**src/rtl/pipeline_pkg.sv**
```systemverilog
// Shared defaults and buffer-state encoding for the accumulating skid pipeline.
package pipeline_pkg;
  localparam int VALUE_BITS_DEF = 8;
  localparam int STATE_BITS_DEF = 8;

  typedef enum logic [1:0] {
    EMPTY = 2'd0,
    ONE   = 2'd1,
    FULL  = 2'd2
  } buf_state_e;
endpackage

```
**src/rtl/pipeline_skid.sv**
```systemverilog
// Two-entry output buffer (main + skid) with fully registered valid/ready/data.
module pipeline_skid
  import pipeline_pkg::*;
#(
  parameter int VALUE_BITS = VALUE_BITS_DEF
) (
  input  logic                  clock,
  input  logic                  reset,
  input  logic                  i_clear,
  input  logic [VALUE_BITS-1:0] i_value,
  input  logic                  i_valid,
  output logic                  o_ready,
  output logic [VALUE_BITS-1:0] o_value,
  output logic                  o_valid,
  input  logic                  i_ready
);

  buf_state_e            state_q, state_d;
  logic [VALUE_BITS-1:0] main_q, main_d;
  logic [VALUE_BITS-1:0] skid_q, skid_d;
  logic                  valid_q, valid_d;
  logic                  ready_q, ready_d;
  logic                  accept;
  logic                  drain;

  always_comb begin
    state_d = state_q;
    main_d  = main_q;
    skid_d  = skid_q;
    accept  = i_valid & ready_q;
    drain   = valid_q & i_ready;
    case (state_q)
      EMPTY: begin
        if (accept) begin
          main_d  = i_value;
          state_d = ONE;
        end
      end
      ONE: begin
        if (accept && drain) begin
          main_d = i_value;
        end else if (accept) begin
          skid_d  = i_value;
          state_d = FULL;
        end else if (drain) begin
          main_d  = '0;
          state_d = EMPTY;
        end
      end
      FULL: begin
        // ready_q is low here, so no accept can coincide with the drain
        if (drain) begin
          main_d  = skid_q;
          state_d = ONE;
        end
      end
      default: begin
        main_d  = '0;
        state_d = EMPTY;
      end
    endcase
    if (i_clear) begin
      main_d  = '0;
      state_d = EMPTY;
    end
    valid_d = (state_d != EMPTY);
    ready_d = (state_d != FULL);
  end

  always_ff @(posedge clock) begin
    if (reset) begin
      state_q <= EMPTY;
      main_q  <= '0;
      valid_q <= 1'b0;
      ready_q <= 1'b1;
    end else begin
      state_q <= state_d;
      main_q  <= main_d;
      valid_q <= valid_d;
      ready_q <= ready_d;
    end
    skid_q <= skid_d;
  end

  assign o_ready = ready_q;
  assign o_valid = valid_q;
  assign o_value = main_q;

endmodule

```
**src/rtl/pipeline_v1r1.sv**
```systemverilog
// Running-sum accumulator feeding a two-entry skid buffer; each accepted beat
// emits the low VALUE_BITS of the updated running sum.
module pipeline_v1r1
  import pipeline_pkg::*;
#(
  parameter int VALUE_BITS = VALUE_BITS_DEF,
  parameter int STATE_BITS = STATE_BITS_DEF
) (
  input  logic                  clock,
  input  logic                  reset,
  input  logic                  i_clear,
  input  logic [VALUE_BITS-1:0] i_value,
  input  logic                  i_valid,
  output logic                  o_ready,
  output logic [VALUE_BITS-1:0] o_value,
  output logic                  o_valid,
  input  logic                  i_ready
);

  logic [STATE_BITS-1:0] r_state_q, r_state_d;
  logic [STATE_BITS-1:0] sum;
  logic                  accept;

  function automatic logic [STATE_BITS-1:0] acc_add(
    input logic [STATE_BITS-1:0] acc,
    input logic [VALUE_BITS-1:0] val
  );
    return acc + STATE_BITS'(val);
  endfunction

  always_comb begin
    accept    = i_valid & o_ready;
    sum       = acc_add(r_state_q, i_value);
    r_state_d = r_state_q;
    if (i_clear) begin
      r_state_d = '0;
    end else if (accept) begin
      r_state_d = sum;
    end
  end

  always_ff @(posedge clock) begin
    if (reset) begin
      r_state_q <= '0;
    end else begin
      r_state_q <= r_state_d;
    end
  end

  pipeline_skid #(
    .VALUE_BITS(VALUE_BITS)
  ) u_skid (
    .clock   (clock),
    .reset   (reset),
    .i_clear (i_clear),
    .i_value (sum[VALUE_BITS-1:0]),
    .i_valid (i_valid),
    .o_ready (o_ready),
    .o_value (o_value),
    .o_valid (o_valid),
    .i_ready (i_ready)
  );

endmodule

```
**config.mk**
```make
export PLATFORM = sky130hd
export DESIGN_NAME = pipeline_v1r1
export DESIGN_NICKNAME = d
export VERILOG_FILES = /design/src/rtl/pipeline_pkg.sv /design/src/rtl/pipeline_skid.sv /design/src/rtl/pipeline_v1r1.sv
export SDC_FILE = /design/constraint.sdc
export NUM_CORES = 1
export LEC_CHECK = 0
export CORE_MARGIN = 2
export CORE_UTILIZATION = 45
export DETAILED_ROUTE_END_ITERATION = 12
export PLACE_DENSITY = 0.7
export SLEW_MARGIN = 40
export SYNTH_ARGS = -nofsm -noshare
export SYNTH_HDL_FRONTEND = slang
export SYNTH_SLANG_ARGS = --single-unit
```
**constraint.sdc**
```tcl
create_clock -name clock -period 2.4 [get_ports clock]
set_input_delay 0.48 -clock clock [delete_from_list [all_inputs] [get_ports clock]]
set_output_delay 0.48 -clock clock [all_outputs]
set_load 0.03 [all_outputs]
```
==> results.toml, run 1 <==
[global_routing]
grt_pass1_vias = 1458
grt_pass1_wl_um = 6490
grt-ovfl-total = 0
grt_max_degree = 18
antenna_found_initial = 0
grt_use_total_pct = 20.2

[timing]
layout_setup_ws_ns = 0.179
finalMaxSlewViolations = 0
finalHoldViolations = 0
skew_ns = 0.0112
min_period_over_period_pct = 92.5
min_period_ns = 2.22
tightestPinTransition_ns = 0.515
setup_violations = 0
clock.fmax_mhz = 450
slew_headroom_pct = 65.5
rsz0062_at_grt = "no"

[final_layout]
diodes = 0
syn2layout_area_growth_pct = 26.2
drive_above_1_share_pct = 14.0
final_nets = 236
layout_common_cells = "22 x clkdlybuf4s50_1, 21 x nand2_1, 20 x dfxtp_1"
mostFrequentLayoutCell = "clkdlybuf4s50_1"
stdcell_count = 260

[worst_setup_path]
cp.required_ns = 2.64
worstSetupStartpointType = "primary input"
crit_type = "in2reg"
crit_path_max_fanout = 3
worstRegToRegCells = 8
reg2reg_from = "r_state_q[0]"
timing.rr.end = "u_skid.o_value[6]"
rrSetupSlack_ns = 0.41
cp.arrival_ns = 2.46
setup.worst_path.end_class = "flop"

[detailed_routing]
post_drt_wl_per_cell_um = 14.9
drcViolationCount = 0
drt-vias-per-instance = 5.65
dr.pass1.iters = 4
vias = 1468
wl_um = 3880
antenna_left = 0
drtIter0Drc = 118

[floorplanning]
core_um2 = 3390
std_cell_rows = 21
start_util_pct = 47.7
ios = 23
die_y_um = 63.9
fp.dieW_um = 63.9
die_area_um2 = 4090

[clock_network]
clkSinkCount = 28
h-tree-depth = 1
post-cts-setup-buffers = 0
postCtsResizedCells = 0
cts-buffers-inserted = 3
cts-root-buf = "clkbuf_4"
clk_pin_slew_ns = 0.15
hold_buffers = 0
cts_buffer_depth = 2
insertion_delay_ns = 0.34
cts_tree = "done"

[power]
ir_drop_mv = 0.332
power_frac_comb_pct = 22.7
p_leak_nw = 0.813
p_clk_share_pct = 29.1
p_int_mw = 0.795
swShare_pct = 26.8
p_seq_share_pct = 48.2
p_sw_mw = 0.291
p_total_mw = 1.09
pwr_density_cell_nw_per_um2 = 532

[synthesis]
syn_avg_cell_area_um2 = 9.13
syn_inst = 177
synth_edf_count = 8
ys_seq_area_share_pct = 39.6
yosys_warnings = 0
synthFlopType = "dfxtp_1"
ys_types = 51
synth.net_count = 198
ys_ff_latch = 28
async_flop_share_pct = 0
synth_area_um2 = 1620

[job]
cap_viol_max_count = 0

[min_path]
hold_class = "reg2reg"
min_from = "r_state_q[4]"
hold_end = "r_state_q[4]"
holdPathStages = 2

[placement]
dp_hpwl_um = 2950
place_ws_ns = -0.171
place_inst = 256
io_buffer_count = 22
gp_congestion = 0.778

[outcome]
status = "complete, no violations"
-- routing by layer --
metal	wire length, µm	GRT usage (%)	part of all wire (%)
met3	231	2.99	6.0
met4	59	7.07	1.5
met5	0	0	0
met2	1800	34.0	46
met1	1780	26.4	46
-- worst max-delay path: stages --
cell and delay (ns):
clkdlybuf4s50_1 0.46, ha_1 0.17, inv_1 0.06, fa_1 0.38, nor2b_1 0.16, o31a_1 0.17, o211ai_1 0.16, a222oi_1 0.33
nor2_1 0.09
-- area by class of cell --
class / instances / area (µm²)
clock buffers: 3 / 22.5
clock inverters: 1 / 30.0
fillers: 277 / 1350
inverters: 7 / 26.3
multi-input cells: 135 / 908
flip-flops and latches: 28 / 641
well taps: 46 / 57.6
repair buffers: 40 / 355
-- through the flow --
| step | area (µm²) | utilization, % | hold slack [ns] | TNS [ns] |
|---|---|---|---|---|
| after floorplan | 1620 | - | 0.440 | 0 |
| after global placement | 1990 | 58.7 | 0.449 | -0.470 |
| after detailed placement | 1990 | 58.7 | 0.455 | -0.854 |
| after CTS | 2040 | 60.2 | 0.474 | 0 |
| after global routing | 2040 | 60.2 | 0.488 | 0 |
| final | 2040 | 60.2 | 0.471 | 0 |
-- cells in the mapped netlist (2+ instances only) --
library cell	instances	area [µm²]
nand2_1	21	78.8
dfxtp_1	20	400
nor2_1	18	67.6
a21oi_1	13	65.1
edfxtp_1	8	240
ha_1	7	87.6
inv_1	7	26.3
a22oi_1	5	37.5
clkbuf_1	5	18.8
o21ai_0	5	25.0
a211oi_1	4	30.0
nand3_1	4	20.0
nor2b_1	3	18.8
nor3_1	3	15.0
o211ai_1	3	22.5
or3_1	3	18.8
a211o_1	2	17.5
a211oi_2	2	25.0
a222oi_1	2	20.0
a22o_1	2	17.5
and2_1	2	12.5
and2b_1	2	15.0
and3_1	2	12.5
buf_6	2	22.5
mux2i_1	2	20.0
o21a_1	2	15.0
o31ai_1	2	15.0
or2_1	2	12.5
xnor2_1	2	17.5
-- power by group through the flow --
stage	Combinational, mW	Clock, mW	Sequential [mW]
after global routing	0.268	0.341	0.527
final	0.247	0.316	0.524
after floorplan	0.139	0	0.543
after global placement	0.240	0	0.533
after CTS	0.246	0.319	0.524
after detailed placement	0.244	0	0.534
-- how the worst max path moves through the flow --
stage                    start  slack (ns)                end  depth (start not counted)
finish              i_value[0]        0.18  u_skid.o_value[6]                          9
global route        i_value[0]         0.1  u_skid.o_value[6]                          9
CTS                 i_value[0]        0.20  u_skid.o_value[6]                          9
detailed placement  i_value[0]       -0.17  u_skid.o_value[6]                          9
global placement    i_value[0]        -0.1  u_skid.o_value[6]                          9
floorplan           i_value[0]        0.38  u_skid.o_value[6]                          8
-- cell families (layout without fill, tap and decap cells) --
kind of cell	after synthesis	count (layout)	synth area share, %
AO/OA/AOI/OAI	58	58	27.9
XOR/XNOR	3	3	1.63
adder cells (fa/ha/maj)	8	8	6.66
buffers and inverters	14	51	4.18
flip-flops	28	28	39.6
multiplexers	2	2	1.24
AND/OR/NAND/NOR	64	64	18.8
-- registers in the layout, indices dropped and copies added (netlist names) --
register / cells
u_skid.o_ready: 1
u_skid.skid_q: 8
u_skid.o_value: 8
r_state_q: 8
u_skid.state_q: 2
u_skid.o_valid: 1
Note: power is estimated with default switching activity, not from simulation.
==> inputs of run 2 (changes only) <==
Settings changed: CORE_UTILIZATION 45 to 62, DONT_BUFFER_PORTS set to 1, GPL_TIMING_DRIVEN set to 0, PLACE_DENSITY 0.7 to 0.8.
==> results.toml, run 2 (synthesized netlist as in run 1, its figures left out) <==
[clock_network]
post-cts-setup-buffers = 0
postCtsResizedCells = 0
h-tree-depth = 1
cts-buffers-inserted = 3
insertion_delay_ns = 0.33
cts_tree = "done"
cts_buffer_depth = 2
hold_buffers = 0
clk_pin_slew_ns = 0.15
cts-root-buf = "clkbuf_4"
clkSinkCount = 28

[job]
cap_viol_max_count = 0

[timing]
min_period_over_period_pct = 93.4
hold_slack_ns = 0.334
clock.fmax_mhz = 446
skew_ns = 0.00245
setup_violations = 0
rsz0062_at_grt = "no"
finalMaxSlewViolations = 0
layout_setup_ws_ns = 0.159
slew_headroom_pct = 52.1
tightestPinTransition_ns = 0.715
finalHoldViolations = 0
final.setup.tns_ns = 0
min_period_ns = 2.24

[global_routing]
grt_pass1_wl_um = 5720
grt_max_degree = 16
grt_pass1_vias = 1311
grt-ovfl-total = 0
antenna_found_initial = 0
grt_use_total_pct = 26.7

[detailed_routing]
antenna_left = 0
drt-vias-per-instance = 6.55
vias = 1382
wl_um = 3680
post_drt_wl_per_cell_um = 17.5
dr.pass1.iters = 5
drcViolationCount = 0
drtIter0Drc = 44

[final_layout]
syn2layout_area_growth_pct = 4.26
drive_above_1_share_pct = 7.73
mostFrequentLayoutCell = "nand2_1"
nFillCells = 200
diodes = 0
fin_area_um2 = 1690
final_nets = 203
layout_common_cells = "21 x nand2_1, 20 x dfxtp_1, 18 x nor2_1"
stdcell_count = 211

[floorplanning]
core_um2 = 2480
ios = 23
std_cell_rows = 18
fp.dieW_um = 55.1
start_util_pct = 65.3
die_y_um = 55.1
die_area_um2 = 3030

[min_path]
hold_class = "in2reg"
min_from = "reset"
holdPathStages = 2
hold_end = "r_state_q[7]"

[placement]
postPlaceCellArea_um2 = 1660
io_buffer_count = 0
place_inst = 207
gp_congestion = 0.846
dp_hpwl_um = 2790
place_ws_ns = 0.0676

[worst_setup_path]
critPathLaunch = "r_state_q[0]"
setup.worst_path.end_class = "flop"
worstRegToRegCells = 8
cp.required_ns = 2.63
reg2reg_from = "r_state_q[0]"
crit_type = "reg2reg"
rrSetupSlack_ns = 0.16
timing.rr.end = "u_skid.o_value[6]"
worstSetupStartpointType = "flop"
cp.arrival_ns = 2.47
crit_path_max_fanout = 3

[outcome]
status = "complete, no violations"

[power]
ir_drop_mv = 0.444
pwr_density_cell_nw_per_um2 = 543
p_leak_nw = 0.649
[run 2: where the power goes]
group          switching, mW  total (mW)  internal, mW
clock network          0.138       0.200        0.0612
logic                  0.106       0.179        0.0731
registers             0.0290       0.537         0.508
[run 2: layout make-up]
type | count | area [µm²] | area share [%]
inverter | 7 | 26.3 | 1.56
sequential | 28 | 641 | 38.0
tap | 30 | 37.5 | 2.23
multi-input combinational | 135 | 913 | 54.2
buffer | 7 | 41.3 | 2.45
clock buffer | 3 | 22.5 | 1.34
clock inverter | 1 | 3.75 | 0.223
[run 2: worst max-delay path by stage]
| stage | endpoint | cells after the start | slack, ns |
|---|---|---|---|
| after floorplan | u_skid.o_value[6] | 8 | 0.38 |
| after global routing | u_skid.o_value[6] | 8 | 0.07 |
| after CTS | u_skid.o_value[6] | 8 | 0.18 |
| after detailed placement | u_skid.o_value[6] | 8 | 0.07 |
| final | u_skid.o_value[6] | 8 | 0.16 |
| after global placement | u_skid.skid_q[5] | 3 | -0.005 |
[run 2: stage by stage]
step	utilization (%)	power, mW
3_5_place_dp	67.0	0.722
5_1_grt	68.0	0.950
2_1_floorplan	-	0.682
6_report	68.0	0.916
4_1_cts	68.0	0.913
3_3_place_gp	66.8	0.713
[run 2: layer usage]
metal	vias up	share of wire, %	track usage [%]
met2	59	49	45.8
li1	660	-	-
met4	0	0.92	9.76
met1	657	43	31.8
met5	-	0	0
met3	6	7.7	7.26
[run 2: worst max-delay path, stage by stage, from the launching register on]
cell,delay [ns]
dfxtp_1,0.36
ha_1,0.21
inv_1,0.07
fa_1,0.40
nor2b_1,0.24
o31a_1,0.18
o211ai_1,0.18
a222oi_1,0.39
nor2_1,0.10
==> inputs of run 3 (changes only) <==
Settings changed: CORE_UTILIZATION 62 to 67, HOLD_SLACK_MARGIN set to 0.15, PLACE_DENSITY 0.8 to 0.85.
Clock period 2.4 ns to 2.6 ns, I/O delays scaled along.
==> results.toml, run 3 (synthesized netlist as in run 1, its figures left out) <==
[worst_setup_path]
setup.worst_path.end_class = "flop"
rrSetupSlack_ns = 0.52
crit_path_max_fanout = 3
cp.required_ns = 2.84
cp.arrival_ns = 2.32
endpoint = "u_skid.o_value[6]"
timing.rr.end = "u_skid.o_value[6]"
worstRegToRegCells = 8
worstSetupStartpointType = "flop"
reg2reg_from = "r_state_q[0]"
critPathLaunch = "r_state_q[0]"
crit_type = "reg2reg"

[placement]
gp_congestion = 0.931
postPlaceCellArea_um2 = 1660
io_buffer_count = 0
dp_hpwl_um = 2750

[timing]
slew_headroom_pct = 54.3
min_period_ns = 2.08
finalMaxSlewViolations = 0
min_period_over_period_pct = 80.1
skew_ns = 0.00863
tightestPinTransition_ns = 0.682
final.setup.tns_ns = 0
finalHoldViolations = 0
rsz0062_at_grt = "no"
clock.fmax_mhz = 480
setup_violations = 0

[clock_network]
cts-buffers-inserted = 3
cts_buffer_depth = 2
h-tree-depth = 1
insertion_delay_ns = 0.33
hold_buffers = 0
cts_tree = "done"
clkSinkCount = 28
postCtsResizedCells = 0
cts-root-buf = "clkbuf_4"
clk_pin_slew_ns = 0.15
post-cts-setup-buffers = 0

[global_routing]
grt_max_degree = 17
grt-ovfl-total = 0
grt_pass1_wl_um = 6130
grt_use_total_pct = 30.1
grt_pass1_vias = 1285
busiest_layer = "met2"
grtUsageMet3_pct = 7.06
met2_usage_pct = 49.6
antenna_found_initial = 0
grtUsageMet1_pct = 40.4

[job]
cap_viol_max_count = 0

[detailed_routing]
dr.pass1.iters = 4
wl_um = 3760
vias = 1377
antenna_left = 0
drtIter0Drc = 81
drcViolationCount = 0
drt-vias-per-instance = 6.59
post_drt_wl_per_cell_um = 18.0

[floorplanning]
ios = 23
start_util_pct = 71.7
die_area_um2 = 2820
fp.dieW_um = 53.1
die_y_um = 53.1
std_cell_rows = 17
core_um2 = 2250

[power]
pwr_density_cell_nw_per_um2 = 552
ir_drop_mv = 0.446
p_leak_nw = 0.662

[final_layout]
drive_above_1_share_pct = 8.29
nFillCells = 162
fin_area_um2 = 1710
final_nets = 203
syn2layout_area_growth_pct = 5.73
diodes = 0
layout_common_cells = "21 x nand2_1, 20 x dfxtp_1, 18 x nor2_1"
mostFrequentLayoutCell = "nand2_1"
utilization_pct = 75.8

[outcome]
status = "complete, no violations"

[min_path]
holdPathStages = 2
hold_class = "in2reg"
[run 3: cell count changes in the layout (fill, tap and decap cells not counted)]
cell and change:
bufinv_16 +1, clkinv_1 -1
[run 3: how the worst min path moves through the flow]
stage | slack [ns] | end | start
6_report | 0.39 | r_state_q[7] | reset
5_1_grt | 0.39 | r_state_q[7] | reset
4_1_cts | 0.40 | r_state_q[7] | reset
3_5_place_dp | 0.46 | r_state_q[6] | r_state_q[6]
3_3_place_gp | 0.45 | r_state_q[0] | r_state_q[0]
2_1_floorplan | 0.44 | r_state_q[0] | r_state_q[0]
[run 3: cell type report]
type | count | area (µm²) | share of cell area (%)
plain buffers | 7 | 41.3 | 2.42
clock buffers | 3 | 22.5 | 1.32
clock inverters | 1 | 30.0 | 1.76
inverters | 7 | 26.3 | 1.54
multi-input cells | 135 | 913 | 53.4
flip-flops and latches | 28 | 641 | 37.5
well taps | 28 | 35.0 | 2.05
[run 3: layer usage]
metal	part of all wire [%]	routed length, µm
met1	44	1660
met2	48	1810
met3	7.2	269
met4	0.51	19
met5	0	0
[run 3: where the power goes]
part	leakage, nW	internal (mW)	switching, mW
Clock	0.0279	0.156	0.128
Sequential	0.235	0.469	0.0271
Combinational	0.398	0.0671	0.0969
[run 3: metrics by stage]
stage / instances / setup slack [ns] / total power [mW] / hold slack [ns]
6_report: 209 / 0.518 / 0.944 / 0.385
5_1_grt: 209 / 0.302 / 0.977 / 0.394
4_1_cts: 209 / 0.496 / 0.942 / 0.396
3_5_place_dp: 205 / 0.344 / 0.665 / 0.461
3_3_place_gp: 205 / 0.307 / 0.657 / 0.450
2_1_floorplan: 177 / 0.543 / 0.630 / 0.440
[run 3: worst max-delay path, cell delays in order, from the launching register on]
cell      delay [ns]
dfxtp_1         0.37
ha_1            0.21
inv_1           0.07
fa_1            0.41
nor2b_1         0.20
o31a_1          0.17
o211ai_1        0.15
a222oi_1        0.33
nor2_1          0.08
